File: src/rtl/rot_step_sequencer.sv
// -----------------------------------------------------------------------------
// rot_step_sequencer
//
// Drives the stepper rotation stage and the angle counter / 7-segment path.
// When start is accepted, the block emits exactly target_steps pulses on
// rot_clk. Each pulse is high for hp_eff cycles and low for hp_eff cycles,
// where hp_eff = max(half_period, HP_MIN). rot_en frames the whole burst.
// The final low phase is a TAIL phase that keeps rot_en asserted while the
// downstream falling-edge detector fires. An abort finishes the current step
// and then ends the burst early.
//
// Ports
//   fpga_clk      in   system clock, all logic on the rising edge
//   sys_init_ctrl in   synchronous active-high reset, priority over all inputs
//   start         in   single-cycle request, sampled only in IDLE
//   abort         in   level or pulse, requests an early stop
//   target_steps  in   number of rot_clk pulses, latched on accept
//   half_period   in   rot_clk high/low time in cycles, latched on accept
//   rot_clk       out  step clock to the motor and the angle counter
//   rot_en        out  high for the whole burst, including the tail
//   busy          out  high from accept until DONE
//   done          out  single-cycle pulse at end of burst
//   aborted       out  set with done if the burst ended early, held until
//                      the next accepted start
//   steps_done    out  rot_clk falling edges issued in the current/last burst
// -----------------------------------------------------------------------------
module rot_step_sequencer #(
  parameter int CNT_W  = 14,
  parameter int HP_W   = 16,
  parameter int HP_MIN = 4
) (
  input  logic             fpga_clk,
  input  logic             sys_init_ctrl,
  input  logic             start,
  input  logic             abort,
  input  logic [CNT_W-1:0] target_steps,
  input  logic [HP_W-1:0]  half_period,
  output logic             rot_clk,
  output logic             rot_en,
  output logic             busy,
  output logic             done,
  output logic             aborted,
  output logic [CNT_W-1:0] steps_done
);

  typedef enum logic [2:0] {
    ST_IDLE = 3'd0,
    ST_HIGH = 3'd1,
    ST_LOW  = 3'd2,
    ST_TAIL = 3'd3,
    ST_DONE = 3'd4
  } state_e;

  localparam logic [HP_W-1:0]  HP_MIN_L = HP_W'(HP_MIN);
  localparam logic [HP_W-1:0]  HP_ONE   = HP_W'(1);
  localparam logic [CNT_W-1:0] CNT_ONE  = CNT_W'(1);

  // ---------------------------------------------------------------------------
  // State and datapath registers
  // ---------------------------------------------------------------------------
  state_e           state_q,      state_d;
  logic [HP_W-1:0]  phase_q,      phase_d;      // counts hp_eff-1 down to 0
  logic [HP_W-1:0]  hp_q,         hp_d;         // latched hp_eff
  logic [CNT_W-1:0] target_q,     target_d;
  logic [CNT_W-1:0] steps_q,      steps_d;
  logic             abort_pend_q, abort_pend_d;
  logic             aborted_q,    aborted_d;

  // Outputs are registered so rot_clk and rot_en are clean flop outputs,
  // never a decode of a multi-bit state vector that could glitch.
  logic rot_clk_q, rot_clk_d;
  logic rot_en_q,  rot_en_d;
  logic busy_q,    busy_d;
  logic done_q,    done_d;

  // ---------------------------------------------------------------------------
  // Helper terms
  // ---------------------------------------------------------------------------
  logic [HP_W-1:0]  hp_in_eff;
  logic             in_burst;
  logic             abort_seen;
  logic             phase_expired;
  logic [CNT_W-1:0] steps_inc;

  // The half-period is clamped so the downstream edge detector always sees
  // at least HP_MIN cycles per level.
  assign hp_in_eff = (half_period < HP_MIN_L) ? HP_MIN_L : half_period;

  assign in_burst = (state_q == ST_HIGH) || (state_q == ST_LOW) ||
                    (state_q == ST_TAIL);

  // An abort in the current cycle counts immediately. Without this, an abort
  // arriving on the last cycle of a phase would be one phase late.
  assign abort_seen = abort_pend_q || (in_burst && abort);

  assign phase_expired = (phase_q == '0);

  // Saturating step counter. It cannot wrap, even if target_steps is all-ones.
  assign steps_inc = (&steps_q) ? steps_q : (steps_q + CNT_ONE);

  // ---------------------------------------------------------------------------
  // Next-state and output logic
  // ---------------------------------------------------------------------------
  always_comb begin
    // NOTE: every variable gets a default before the case statement. Any path
    // that leaves one unassigned would infer a latch.
    state_d      = state_q;
    phase_d      = phase_q;
    hp_d         = hp_q;
    target_d     = target_q;
    steps_d      = steps_q;
    abort_pend_d = abort_pend_q;
    aborted_d    = aborted_q;

    unique case (state_q)
      ST_IDLE: begin
        // A start qualified by abort is dropped entirely.
        if (start && !abort) begin
          target_d     = target_steps;
          hp_d         = hp_in_eff;
          phase_d      = hp_in_eff - HP_ONE;
          steps_d      = '0;
          aborted_d    = 1'b0;
          abort_pend_d = 1'b0;
          state_d      = (target_steps == '0) ? ST_DONE : ST_HIGH;
        end
      end

      ST_HIGH: begin
        abort_pend_d = abort_seen;
        // An abort never shortens a high phase. The step always completes
        // and is counted on the falling edge.
        if (phase_expired) begin
          steps_d = steps_inc;
          phase_d = hp_q - HP_ONE;
          if ((steps_inc == target_q) || abort_seen) begin
            state_d = ST_TAIL;
          end else begin
            state_d = ST_LOW;
          end
        end else begin
          phase_d = phase_q - HP_ONE;
        end
      end

      ST_LOW: begin
        abort_pend_d = abort_seen;
        // The low phase always runs to full length, so no pulse is ever
        // shorter than hp_eff low.
        if (phase_expired) begin
          phase_d = hp_q - HP_ONE;
          state_d = abort_seen ? ST_TAIL : ST_HIGH;
        end else begin
          phase_d = phase_q - HP_ONE;
        end
      end

      ST_TAIL: begin
        abort_pend_d = abort_seen;
        if (phase_expired) begin
          // aborted is set as DONE is entered, so it rises together with done.
          aborted_d = abort_seen;
          state_d   = ST_DONE;
        end else begin
          phase_d = phase_q - HP_ONE;
        end
      end

      ST_DONE: begin
        state_d = ST_IDLE;
      end

      default: begin
        state_d = ST_IDLE;
      end
    endcase

    // Output flops load the decode of the next state. Each output therefore
    // changes on the same edge as the state transition that causes it.
    rot_clk_d = (state_d == ST_HIGH);
    rot_en_d  = (state_d == ST_HIGH) || (state_d == ST_LOW) ||
                (state_d == ST_TAIL);
    busy_d    = rot_en_d;
    done_d    = (state_d == ST_DONE);
  end

  // ---------------------------------------------------------------------------
  // State register with synchronous reset
  // ---------------------------------------------------------------------------
  always_ff @(posedge fpga_clk) begin
    // NOTE: sequential state uses non-blocking assignments only, so every
    // register samples its pre-edge value regardless of evaluation order.
    if (sys_init_ctrl) begin
      state_q      <= ST_IDLE;
      phase_q      <= '0;
      hp_q         <= '0;
      target_q     <= '0;
      steps_q      <= '0;
      abort_pend_q <= 1'b0;
      aborted_q    <= 1'b0;
      rot_clk_q    <= 1'b0;
      rot_en_q     <= 1'b0;
      busy_q       <= 1'b0;
      done_q       <= 1'b0;
    end else begin
      state_q      <= state_d;
      phase_q      <= phase_d;
      hp_q         <= hp_d;
      target_q     <= target_d;
      steps_q      <= steps_d;
      abort_pend_q <= abort_pend_d;
      aborted_q    <= aborted_d;
      rot_clk_q    <= rot_clk_d;
      rot_en_q     <= rot_en_d;
      busy_q       <= busy_d;
      done_q       <= done_d;
    end
  end

  assign rot_clk    = rot_clk_q;
  assign rot_en     = rot_en_q;
  assign busy       = busy_q;
  assign done       = done_q;
  assign aborted    = aborted_q;
  assign steps_done = steps_q;

endmodule
File: config.mk
export PLATFORM = sky130hd
export DESIGN_NAME = rot_step_sequencer
export DESIGN_NICKNAME = d
export VERILOG_FILES = /design/src/rtl/rot_step_sequencer.sv
export SDC_FILE = /design/constraint.sdc
export NUM_CORES = 1
export LEC_CHECK = 0
export BUFFER_PORTS_ARGS = -buffer_cell sky130_fd_sc_hd__clkbuf_2
export CAP_MARGIN = 40
export CORE_ASPECT_RATIO = 1.75
export CORE_MARGIN = 5
export CORE_UTILIZATION = 35
export DETAILED_ROUTE_END_ITERATION = 10
export GPL_ROUTABILITY_DRIVEN = 0
export GPL_TIMING_DRIVEN = 1
export MAX_ROUTING_LAYER = met4
export PLACE_DENSITY_LB_ADDON = 0.08
export SYNTH_ARGS = -nofsm -noshare
export SYNTH_HDL_FRONTEND = slang
export SYNTH_SLANG_ARGS = --single-unit
File: constraint.sdc
create_clock -name fpga_clk -period 5.34 [get_ports fpga_clk]
set_clock_uncertainty 0.15 [all_clocks]
set_input_delay 0.267 -clock fpga_clk [delete_from_list [all_inputs] [get_ports fpga_clk]]
set_output_delay 0.267 -clock fpga_clk [all_outputs]
set_load 0.05 [all_outputs]
# Word-level counts from Yosys, hierarchy flattened
# Index checks and enable logic that the tools add are counted.
dict set report op_classes {
  n_addsub 4
  n_lt_le_gt_ge 1
  eq_ne 12
  mux 21
  n_reduce_logical 24
}
# operator n
set op_table {}
lappend op_table {{$mux 16} 4}
lappend op_table {{$pmux 16 s3} 1}
lappend op_table {{$sub 16x1->16 const B} 3}
lappend op_table {{$mux 14} 3}
lappend op_table {{$pmux 14 s2} 1}
lappend op_table {{$logic_not 16->1} 1}
lappend op_table {{$lt 16x3->1 const B} 1}
lappend op_table {{$mux 3} 5}
lappend op_table {{$add 14x1->14 const B} 1}
lappend op_table {{$eq 14x14->1} 1}
lappend op_table {{$logic_not 14->1} 1}
lappend op_table {{$reduce_and 14->1} 1}
lappend op_table {{$eq 3x2->1 const B} 4}
lappend op_table {{$pmux 3 s4} 1}
lappend op_table {{$reduce_and 3->1} 3}
lappend op_table {{$ne 2x2->1 const B} 4}
lappend op_table {{$eq 3x1->1 const B} 2}
lappend op_table {{$logic_or 1x1->1} 6}
lappend op_table {{$reduce_bool 2->1} 3}
lappend op_table {{$pmux 1 s2} 2}
lappend op_table {{$reduce_and 2->1} 2}
lappend op_table {{$eq 3x3->1 const B} 1}
lappend op_table {{$logic_not 3->1} 1}
lappend op_table {{$mux 1} 3}
lappend op_table {{other kinds (6)} 7}
dict set report word_totals {
  regBits 68
  in_bits 34
  out_inout_bits 19
  elab_cells 72
}

# Depth between registers and ports, before layout
# Gate-level depths: netlist of run 1.
dict set report logic_depth {
  word_depth 12
  mapped_depth 10
  depth_no_buf 10
}

# Least setup slack after synthesis of run 1
# Ideal clock, no wire load.
dict set report synth_path {
  kind {register to register}
  from {register steps_q[0] (netlist: steps_done[0])}
  to {register state_q[0]}
  setup_time_ns 0.070
  arrival_ns 2.615
  required_ns 5.120
  path_slack_ns 2.504
  path_stages_with_launch 9
  path_buffers 0
  synth_period_minus_slack_ns 2.836
  cell_sequence {dfxtp_1 -> ha_1 -> and4_1 -> nand4_4 -> o211a_1 -> or4_1 -> nor4_1 -> nand4_1 -> a21oi_1}
}
dict set report synth_via {
  elab_chain_cells 7
  word_cells_on_any_way 8
  cone_classes {1 x add/sub; 1 x eq/ne; 4 x mux; 2 x reduce/logical}
}
# element line_no
set synth_rtl {}
lappend synth_rtl {{start, declared} 65} ;# logic [CNT_W-1:0] steps_q, steps_d;
lappend synth_rtl {{start signal, assigned} 210} ;# steps_q <= steps_d;
lappend synth_rtl {{$add 14x1->14 or $reduce_and 14->1 (tied branches)} 99} ;# assign steps_inc = (&steps_q) ? steps_q : (steps_q + CNT_ONE);
lappend synth_rtl {{$mux 14 *} 99}
lappend synth_rtl {{$eq 14x14->1 *} 136} ;# if ((steps_inc == target_q) || abort_seen) begin
lappend synth_rtl {{$logic_or 1x1->1 *} 136}
lappend synth_rtl {{$mux 1 *} 136}
lappend synth_rtl {{$mux 3 *} 133} ;# if (phase_expired) begin
lappend synth_rtl {{$pmux 3 s4 *} 115} ;# unique case (state_q)
lappend synth_rtl {{end signal, assigned} 206} ;# state_q <= state_d;
lappend synth_rtl {{end, declared} 61} ;# state_e state_q, state_d;
# Mark *: on every way between the ends. The rest lies on a longest branch, timed or not.
# A chain may end at the register's enable or synchronous reset.

# Worst setup path in the final report of run 1
dict set report layout_path {
  from {register steps_q[1] (netlist: steps_done[1])}
  to {register rot_clk_q (netlist: rot_clk)}
}
dict set report layout_via {
  elab_chain_cells 8
  word_cells_on_any_way 9
  cone_classes {1 x add/sub; 2 x eq/ne; 4 x mux; 2 x reduce/logical}
}
# element line_no
set layout_rtl {}
lappend layout_rtl {{$add 14x1->14 or $reduce_and 14->1 (tied branches)} 99}
lappend layout_rtl {{$mux 14 *} 99}
lappend layout_rtl {{$eq 14x14->1 *} 136}
lappend layout_rtl {{$logic_or 1x1->1 *} 136}
lappend layout_rtl {{$mux 1 *} 136}
lappend layout_rtl {{$mux 3 *} 133}
lappend layout_rtl {{$pmux 3 s4 *} 115}
lappend layout_rtl {{$eq 3x1->1 *} 180} ;# rot_clk_d = (state_d == ST_HIGH);
lappend layout_rtl {{end signal, assigned} 213} ;# rot_clk_q <= rot_clk_d;
lappend layout_rtl {{end, declared} 71} ;# logic rot_clk_q, rot_clk_d;
# Marked as above.

==> results of run 1 <==
[sequential cells by signal, indices dropped and copies added, names as in the netlist]
register and flops:
abort_pend_q 1, aborted 1, busy 1, done 1
hp_q 16, phase_q 16, rot_clk 1, state_q 3
steps_done 14, target_q 14
[worst max-delay path, cell delays in order (launching register included)]
cell	delay (ns)
dfxtp_1	0.48
ha_1	0.45
and4_1	0.38
nand4_4	0.24
o211a_1	0.27
or4_1	0.52
nor4_1	0.28
nand4_1	0.14
a21oi_1	0.14
[routing by layer]
layer | GRT usage | vias to the layer above | part of all wire
li1 | - | 2152 | -
met1 | 0.205 | 2045 | 0.36
met2 | 0.408 | 113 | 0.58
met3 | 0.0269 | 35 | 0.034
met4 | 0.0785 | 0 | 0.030
met5 | - | - | 0
[cells by family (layout without fill, tap and decap cells)]
family	count (synthesis)	after routing
flip-flops	68	68
buffers and inverters	42	88
adder cells (fa/ha/maj)	4	4
XOR/XNOR	54	54
AND/OR/NAND/NOR	254	254
AO/OA/AOI/OAI	147	147
multiplexers	4	4
[area by class of cell]
cell class                 instances  share of cell area
sequential                        68               0.273
timing repair buffer              63              0.0697
clock buffer                       9              0.0451
tap                              165              0.0414
multi-input combinational        463               0.549
inverter                           9             0.00677
clock inverter                     7              0.0153
[power groups by stage]
stage / Combinational [W] / Sequential [W] / Clock (W)
floorplan: 0.000235 / 0.000579 / 0
global placement: 0.000331 / 0.000586 / 0
detailed placement: 0.000333 / 0.000588 / 0
CTS: 0.000337 / 0.000576 / 0.000629
global route: 0.000368 / 0.000581 / 0.000656
finish: 0.000334 / 0.000576 / 0.000612
[per-stage QoR]
step	cell area [um^2]	setup slack, ns
after floorplan	4280	2.50
after CTS	4990	2.23
final	4990	2.23
after global placement	4650	2.27
after global routing	4990	1.97
after detailed placement	4660	2.15
[synth_stat cells (all sizes together) (2+ instances only)]
| library cell | instances |
|---|---|
| o221a | 2 |
| nor4 | 15 |
| xor2 | 19 |
| nand2 | 90 |
| a21oi | 67 |
| xnor2 | 34 |
| a211oi | 10 |
| nor3b | 2 |
| or4 | 6 |
| clkbuf | 20 |
| nand3 | 22 |
| or3 | 5 |
| a311oi | 8 |
| nand3b | 5 |
| ha | 4 |
| o211ai | 2 |
| o41ai | 2 |
| nor2 | 50 |
| nand4 | 9 |
| a31oi | 7 |
| and4 | 3 |
| dfxtp | 68 |
| o22ai | 5 |
| o21ai | 21 |
| nor3 | 23 |
| mux2i | 4 |
| and2 | 4 |
| nand2b | 5 |
| a22oi | 5 |
| buf | 13 |
| a32oi | 2 |
| inv | 9 |
| o221ai | 4 |
| o2111ai | 2 |
| and3 | 10 |
| nand4b | 2 |
[how the worst max path moves through the flow]
stage	startpoint	end	cells after the start
floorplan	steps_done[0]$_SDFFE_PP0P_	state_q[0]$_SDFF_PP0_	8
global placement	half_period[8]	phase_q[8]$_SDFFE_PP0P_	9
detailed placement	half_period[8]	phase_q[8]$_SDFFE_PP0P_	9
CTS	steps_done[0]$_SDFFE_PP0P_	rot_clk$_SDFF_PP0_	8
global route	steps_done[0]$_SDFFE_PP0P_	state_q[0]$_SDFF_PP0_	8
finish	steps_done[1]$_SDFFE_PP0P_	rot_clk$_SDFF_PP0_	8
==> flow_summary.json, run 1 <==
{
  "layout-drive-gt1-share": 0.134,
  "fin_util": 0.416,
  "power_frac_clock": 0.402,
  "synth-xor-area-share": 0.114,
  "cts_root_buf": "clkbuf_16",
  "rrSetupSlack_ns": 2.23,
  "worst-r2r-cell-count": 8,
  "path_max_fanout": 14,
  "final_common_cell": "nand2_1",
  "synth_top_family_by_area": "simple AND/OR/NAND/NOR gates",
  "cts_hold_buf": 3,
  "switchingPower_w": 0.000490,
  "fp.dieH_um": 156,
  "grt_pass1_wl_um": 22800,
  "synth_fa_ha_area_frac": 0.0117,
  "fmax_mhz": 321,
  "relSlewSlack": 0.421,
  "vdd_drop_max_mv": 0.166,
  "worstHoldPathCells": 3,
  "clk_pin_slew_ns": 0.06,
  "drc": 0,
  "min_period_ns": 3.11,
  "ys.flop_type": "dfxtp_1",
  "first_global_vias": 4225,
  "initial_utilization": 0.356,
  "critPathArrivalTime_ns": 3.23,
  "ctsResizeCount": 0,
  "regArea_mm2": 0.00136,
  "p_seq_frac": 0.379,
  "worst-setup-path-type": "register to register",
  "drv_cap": 0,
  "synth-simple-area-share": 0.291,
  "wl_per_cell_um": 18.7,
  "synth_warnings": 0,
  "multi_input_area_mm2": 0.00274,
  "ys_ff_latch": 68,
  "vias": 4345,
  "synth_area_leaders": "dfxtp_1 32%, nand2_1 7.9%, a21oi_1 7.8%",
  "numPortBuffers": 52,
  "tns_ns": 0,
  "dp.cells": 765,
  "r2r-end": "rot_clk$_SDFF_PP0_",
  "instances_no_fill": 784,
  "design_power_total_w": 0.00152,
  "overflow": 0,
  "viasPerCell": 5.54,
  "rsz0062_at_grt": "false",
  "drt_pass1_iterations": 5,
  "mostFrequentLayoutCells": "90 x nand2_1, 68 x dfxtp_1, 67 x a21oi_1",
  "synth_edf_count": 0,
  "cts_buffers": 9,
  "htree_levels": 3,
  "finalCritPeriodShare": 0.583,
  "cp-start-kind": "register",
  "hold-path-endpoint": "target_q[12]$_SDFFE_PP0P_",
  "post_cts_buffers": 0,
  "synth_compound_area_frac": 0.213,
  "critical_path_required_ns": 5.46,
  "dieArea_mm2": 0.0146,
  "hold_viol": 0,
  "drt-initial-drc-count": 209,
  "yosys.area.top_type": "dfxtp_1",
  "outcome": "complete, no violations",
  "area_growth_syn_to_layout_pct": 16.6,
  "place_hpwl_um": 11100,
  "cp-end-kind": "register",
  "worstMarginPinSlew_ns": 0.868,
  "coreArea_mm2": 0.0120,
  "syn_area_mm2": 0.00428,
  "holdWs_ns": 0.0154,
  "cts_tree": "done",
  "io_pins": 53,
  "synth.avg_cell_area_um2": 7.47,
  "finalNetCount": 652,
  "synth_mux_area_frac": 0.00936,
  "switching_share": 0.322,
  "synth-async-reset-ratio": 0,
  "p_per_area_mw_per_mm2": 305,
  "grt_usage": 0.209,
  "cts_sinks": 68,
  "synth_cells": 573,
  "holdCritStartpoint": "target_steps[12]",
  "insertion_delay_ns": 0.34,
  "synth_seq_area_share": 0.318,
  "yosysTopAreaCellShare": 0.318,
  "setup_violations": 0,
  "nFillCells": 1298,
  "routed_wl_um": 14600,
  "dieWidth_um": 93.6,
  "grt_max_degree": 57,
  "hold_class": "input port to register",
  "ant_nets": 0,
  "p_leak_nw": 1.84,
  "drv_slew": 0,
  "clockBufferDepth": 2,
  "std_cell_rows": 53,
  "antenna_found_initial": 0,
  "r2r-start": "steps_done[1]$_SDFFE_PP0P_",
  "combPwrFrac": 0.219,
  "p_int_w": 0.00103,
  "n_antenna_cell": 0,
  "ys_types": 56,
  "synth.net_count": 611
}
Note: power is estimated with default switching activity, not from simulation.
==> run 2, diff against run 1 <==
==> constraint.sdc (replaced) <==
create_clock -name fpga_clk -period 2.7 [get_ports fpga_clk]
set_clock_uncertainty 0.15 [all_clocks]
set_input_delay 0.135 -clock fpga_clk [delete_from_list [all_inputs] [get_ports fpga_clk]]
set_output_delay 0.135 -clock fpga_clk [all_outputs]
set_load 0.05 [all_outputs]
==> run 2 against run 1 <==
Global-route usage is 0.29 points higher. Hold slack better by 0.0033 ns. Non-clock buffer count is 56 higher. Combinational power is 120% higher. Setup slack worse by 2.1 ns. Sequential share of layout area is 2.7 points lower. Clock-buffer cell count stayed put. Register-to-register slack worse by 2.1 ns. Design area is 11% higher. Critical path depth is 2 higher. Sequential cell count stayed put. Total power is 110% higher. Critical path type unchanged.
==> flow_summary.json, run 2 (same netlist as run 1, synthesis figures left out) <==
{
  "crit_family": "simple AND/OR/NAND/NOR gates",
  "routed_wl_um": 14900,
  "fin_util": 0.463,
  "grt_usage": 0.212,
  "area_growth_syn_to_layout_pct": 30.0,
  "cts_root_buf": "clkbuf_16",
  "cp-end-kind": "register",
  "crit_buf_inv": 2,
  "vias": 4585,
  "instances_no_fill": 840,
  "grt_max_degree": 56,
  "worstHoldPathCells": 3,
  "std_cell_rows": 53,
  "hold_class": "input port to register",
  "htree_levels": 3,
  "ant_nets": 0,
  "place_hpwl_um": 11300,
  "finalCritPeriodShare": 0.941,
  "finalNetCount": 708,
  "viasPerCell": 5.46,
  "final_common_cell": "nand2_1",
  "cp-start-kind": "register",
  "p_per_area_mw_per_mm2": 587,
  "overflow": 0,
  "drt_pass1_iterations": 5,
  "drt-initial-drc-count": 121,
  "wl_per_cell_um": 17.7,
  "mostFrequentLayoutCells": "90 x nand2_1, 67 x a21oi_1, 65 x dfxtp_1",
  "holdCritStartpoint": "half_period[13]",
  "initial_utilization": 0.356,
  "numPortBuffers": 52,
  "drv_cap": 0,
  "worstMarginPinSlew_ns": 0.629,
  "top_regs": "hp_q (16), phase_q (16)",
  "grt_pass1_wl_um": 23100,
  "clk_pin_slew_ns": 0.06,
  "p_leak_nw": 2.14,
  "cts_tree": "done",
  "min_period_ns": 2.54,
  "post_cts_buffers": 0,
  "fp.dieH_um": 156,
  "drc": 0,
  "worst-r2r-cell-count": 10,
  "first_global_vias": 4513,
  "cts_buffers": 9,
  "worstPathCellList": "inv_1, ha_1, nor3b_1, buf_4, and3_1, and3_1, and2_1, nor2_1, nor2_1, a211oi_1",
  "r2r-start": "phase_q[0]$_SDFFE_PP0P_",
  "worst-setup-path-type": "register to register",
  "tns_ns": 0,
  "design_power_total_w": 0.00326,
  "fmax_mhz": 394,
  "rrSetupSlack_ns": 0.16,
  "dp.cells": 797,
  "n_antenna_cell": 0,
  "slowest_stage": "nor2_1",
  "hold_viol": 0,
  "io_pins": 53,
  "slowest_delay_ns": 0.38,
  "critical_path_required_ns": 2.80,
  "coreArea_mm2": 0.0120,
  "cts_sinks": 68,
  "antenna_found_initial": 0,
  "hold-path-endpoint": "phase_q[13]$_SDFFE_PP0P_",
  "setup_violations": 0,
  "r2r-end": "steps_done[2]$_SDFFE_PP0P_",
  "drv_slew": 0,
  "path_max_fanout": 5,
  "layout-drive-gt1-share": 0.184,
  "dieArea_mm2": 0.0146,
  "rsz0062_at_grt": "false",
  "clockBufferDepth": 2,
  "insertion_delay_ns": 0.34,
  "relSlewSlack": 0.580,
  "outcome": "complete, no violations",
  "critPathArrivalTime_ns": 2.64,
  "dieWidth_um": 93.6,
  "vdd_drop_max_mv": 0.403
}
run 2: changes by cell type in the layout (fill, tap and decap cells not counted), moves of 2 or more:
cell           delta
o21ai_0           -2
nand3_1           -2
buf_4            +32
dfxtp_1           -3
clkinvlp_4        -2
bufinv_16         +2
nand3_2           +2
dfxtp_2           +3
dlygate4sd3_1    +24
run 2: worst max-delay path by stage:
stage | from | endpoint | slack, ns | cells after the start
final | phase_q[0]$_SDFFE_PP0P_ | steps_done[2]$_SDFFE_PP0P_ | 0.16 | 10
after global placement | half_period[11] | phase_q[8]$_SDFFE_PP0P_ | 0.11 | 9
after global routing | half_period[5] | phase_q[14]$_SDFFE_PP0P_ | 0.01 | 12
after detailed placement | half_period[11] | phase_q[8]$_SDFFE_PP0P_ | -0.04 | 9
after CTS | half_period[5] | phase_q[8]$_SDFFE_PP0P_ | 0.01 | 10
after floorplan | steps_done[3]$_SDFFE_PP0P_ | state_q[0]$_SDFF_PP0_ | 0.01 | 8
run 2: area by class of cell:
class	count	area, um^2
Fill cell	1246	6440
Multi-Input combinational cell	463	2770
Sequential cell	68	1370
Inverter	9	33.8
Clock inverter	7	121
Timing Repair Buffer	119	843
Tap cell	165	206
Clock buffer	9	225
run 2: stage by stage:
stage	area [um^2]	hold slack [ns]	setup slack [ns]
2_1_floorplan	4280	0.121	0.0128
3_3_place_gp	4920	0.226	0.105
5_1_grt	5560	0.0289	0.0109
6_report	5560	0.0186	0.160
3_5_place_dp	4920	0.233	-0.0420
4_1_cts	5530	0.00999	0.0146
run 2: power by group:
group          internal [W]  total (W)  leakage (nW)  switching (W)
clock              0.000909    0.00139         0.170       0.000483
sequential          0.00106    0.00114         0.557      0.0000750
combinational      0.000318   0.000734          1.41       0.000415
run 2: worst reg2reg max path, delay by kind of cell (launching register included):
family | cells | cell delay (ns)
compound gates | 1 | 0.24
fa+ha+maj | 1 | 0.23
buf+inv | 2 | 0.25
flops | 1 | 0.37
simple gates | 6 | 1.21
run 2: what timing repair did:
action,4_1_cts,5_1_grt
hold buffers,27,0
resized for setup,0,8
endpoints found under the hold margin,29,0
endpoints found under the setup margin,0,5
run 2: routing by layer:
layer / global-route usage / up-vias / routed length [um]
li1: - / 2278 / -
met1: 0.199 / 2164 / 5220
met3: 0.0269 / 24 / 508
met4: 0.0888 / 0 / 479
met2: 0.419 / 119 / 8660
met5: - / - / 0
==> run 3, diff against run 2 <==
--- a/config.mk
+++ b/config.mk
@@ -5,6 +5,7 @@
 export SDC_FILE = /design/constraint.sdc
 export NUM_CORES = 1
 export LEC_CHECK = 0
+export ABC_AREA = 1
 export BUFFER_PORTS_ARGS = -buffer_cell sky130_fd_sc_hd__clkbuf_2
 export CAP_MARGIN = 40
 export CORE_ASPECT_RATIO = 1.75
==> run 3 against run 2 <==
Global-route usage is 1.9 points higher. Critical path depth rose by 3. First-iteration DRC count is 69% higher. Highest routed layer unchanged. Synthesized cell count increased by 24%. Synthesized area up 5.7%. Hold slack hardly changed. Clock power about the same. Via count increased by 7.9%. Sequential power up 5%. Register-to-register slack better by 0.12 ns. Total power increased by 12%. Largest power group unchanged. Routed wire length increased by 11%.
==> flow_summary.json, run 3 <==
{
  "cts_sinks": 68,
  "wl_per_cell_um": 17.0,
  "n_antenna_cell": 0,
  "synth_edf_count": 0,
  "finalCritPeriodShare": 0.909,
  "syn_area_mm2": 0.00452,
  "mostFrequentLayoutCells": "172 x nand2_1, 109 x inv_1, 66 x dfxtp_1",
  "final_common_cell": "nand2_1",
  "vdd_drop_max_mv": 0.345,
  "path_max_fanout": 4,
  "ant_nets": 0,
  "drt-initial-drc-count": 204,
  "cts_root_buf": "clkbuf_16",
  "numPortBuffers": 52,
  "vias": 4948,
  "relSlewSlack": 0.500,
  "worst-r2r-cell-count": 13,
  "first_global_vias": 5050,
  "grt_usage": 0.231,
  "clk_pin_slew_ns": 0.06,
  "std_cell_rows": 55,
  "yosys.area.top_type": "dfxtp_1",
  "grt_pass1_wl_um": 25900,
  "synth.net_count": 751,
  "hold_class": "input port to register",
  "slowest_delay_ns": 0.52,
  "cp-start-kind": "input port",
  "insertion_delay_ns": 0.34,
  "viasPerCell": 5.10,
  "hold-path-endpoint": "hp_q[10]$_SDFFE_PP0P_",
  "initial_utilization": 0.353,
  "cts_tree": "done",
  "yosysTopAreaCellShare": 0.301,
  "overflow": 0,
  "worstHoldPathCells": 3,
  "critical_path_required_ns": 2.78,
  "slowest_stage": "dlygate4sd3_1",
  "htree_levels": 3,
  "cp-end-kind": "register",
  "io_pins": 53,
  "synth-async-reset-ratio": 0,
  "fmax_mhz": 407,
  "yosys-top-cells-count": "172 x nand2_1, 109 x inv_1, 68 x dfxtp_1, 64 x nand3_1, 64 x nor2_1",
  "fp.dieH_um": 160,
  "setup_violations": 0,
  "hold_viol": 0,
  "ys.flop_type": "dfxtp_1",
  "drc": 0,
  "synth_seq_area_share": 0.301,
  "fin_util": 0.436,
  "outcome": "complete, no violations",
  "antenna_found_initial": 0,
  "synth_most_common_cell": "nand2_1",
  "place_hpwl_um": 13100,
  "post_cts_buffers": 0,
  "drt_pass1_iterations": 5,
  "tns_ns": 0,
  "worstPathCellList": "dlygate4sd3_1, clkbuf_2, inv_1, nand2_1, nor2_1, nand4_1, nand2_1, nor3_1, nand2_1, o21ai_0, nand4_1, nand2_1, inv_1",
  "clockBufferDepth": 2,
  "rsz0062_at_grt": "false",
  "area_growth_syn_to_layout_pct": 23.5,
  "min_period_ns": 2.46,
  "worstMarginPinSlew_ns": 0.750,
  "path_common_cell": "nand2_1",
  "grt_max_degree": 26,
  "r2r-end": "phase_q[12]$_SDFFE_PP0P_",
  "synth_area_leaders": "dfxtp_1 30%, nand2_1 14%, inv_1 9.0%",
  "r2r-start": "phase_q[1]$_SDFFE_PP0P_",
  "synth_cells": 713,
  "dieArea_mm2": 0.0154,
  "routed_wl_um": 16500,
  "drv_cap": 0,
  "top_regs": "hp_q (16), phase_q (16)",
  "holdCritStartpoint": "half_period[10]",
  "worst-setup-path-type": "input port to register",
  "rrSetupSlack_ns": 0.28,
  "critPathArrivalTime_ns": 2.54,
  "synth_warnings": 0,
  "coreArea_mm2": 0.0128,
  "p_leak_nw": 2.57,
  "ys_ff_latch": 68,
  "p_per_area_mw_per_mm2": 656,
  "drv_slew": 0,
  "layout-drive-gt1-share": 0.153,
  "cts_buffers": 9,
  "finalNetCount": 833,
  "synth.avg_cell_area_um2": 6.34,
  "dieWidth_um": 95.9,
  "ys_types": 43
}
## run 3: area by class of cell
cell class	instances	area, um^2
Timing Repair Buffer	90	591
Sequential cell	68	1360
Clock buffer	10	239
Clock inverter	6	111
Inverter	114	429
Fill cell	1400	7220
Tap cell	171	214
Multi-Input combinational cell	512	2640
## run 3: metrics by stage
| stage | instance area [um^2] | hold slack, ns | setup WS (ns) | power, W | cells |
|---|---|---|---|---|---|
| final | 5580 | 0.0185 | 0.245 | 0.00366 | 971 |
| after global placement | 5040 | 0.257 | 0.165 | 0.00227 | 937 |
| after global routing | 5580 | 0.0287 | 0.00947 | 0.00386 | 971 |
| after CTS | 5570 | 0.00862 | 0.129 | 0.00369 | 971 |
| after detailed placement | 5040 | 0.263 | 0.157 | 0.00227 | 937 |
| after floorplan | 4520 | 0.120 | 0.234 | 0.00191 | 713 |
## run 3: power by group
part / switching [W] / internal, W
Combinational: 0.000704 / 0.000370
Clock: 0.000464 / 0.000927
Sequential: 0.0000876 / 0.00111
## run 3: worst max path at each step
stage,endpoint,slack [ns],from,cells after the start
CTS,rot_clk$_SDFF_PP0_,0.13,steps_done[0]$_SDFFE_PP0P_,16
floorplan,state_q[0]$_SDFF_PP0_,0.23,steps_done[0]$_SDFFE_PP0P_,17
global placement,rot_clk$_SDFF_PP0_,0.16,steps_done[0]$_SDFFE_PP0P_,17
global route,rot_clk$_SDFF_PP0_,0.009,steps_done[0]$_SDFFE_PP0P_,17
finish,phase_q[7]$_SDFFE_PP0P_,0.24,half_period[5],13
detailed placement,rot_clk$_SDFF_PP0_,0.16,steps_done[0]$_SDFFE_PP0P_,16
## run 3: kinds of logic (layout without fill, tap and decap cells)
logic type	after synthesis	after routing	share of synthesized area
AOI/OAI and AO/OA	118	118	0.152
xor gates and xnor gates	31	31	0.0600
adders and majority gates	4	4	0.0111
buffers and inverters	133	220	0.119
DFF	68	68	0.301
and+or+nand+nor	359	359	0.357
## run 3: what timing repair did
item                       4_1_cts  5_1_grt
hold buffers                    18        0
hold endpoints to repair        18        0
setup endpoints to repair        0        3
resized for setup                0        4
## run 3: routing by layer
layer	up-vias	share of wire	track usage
li1	2489	-	-
met1	2263	0.35	0.219
met2	141	0.55	0.419
met3	55	0.034	0.0281
met4	0	0.072	0.152
met5	-	0	-
## run 3: critical path: cells and delay by family
kind | cells | cell delay [ns]
buf+inv | 4 | 0.77
simple gates | 8 | 1.30
compound gates | 1 | 0.34
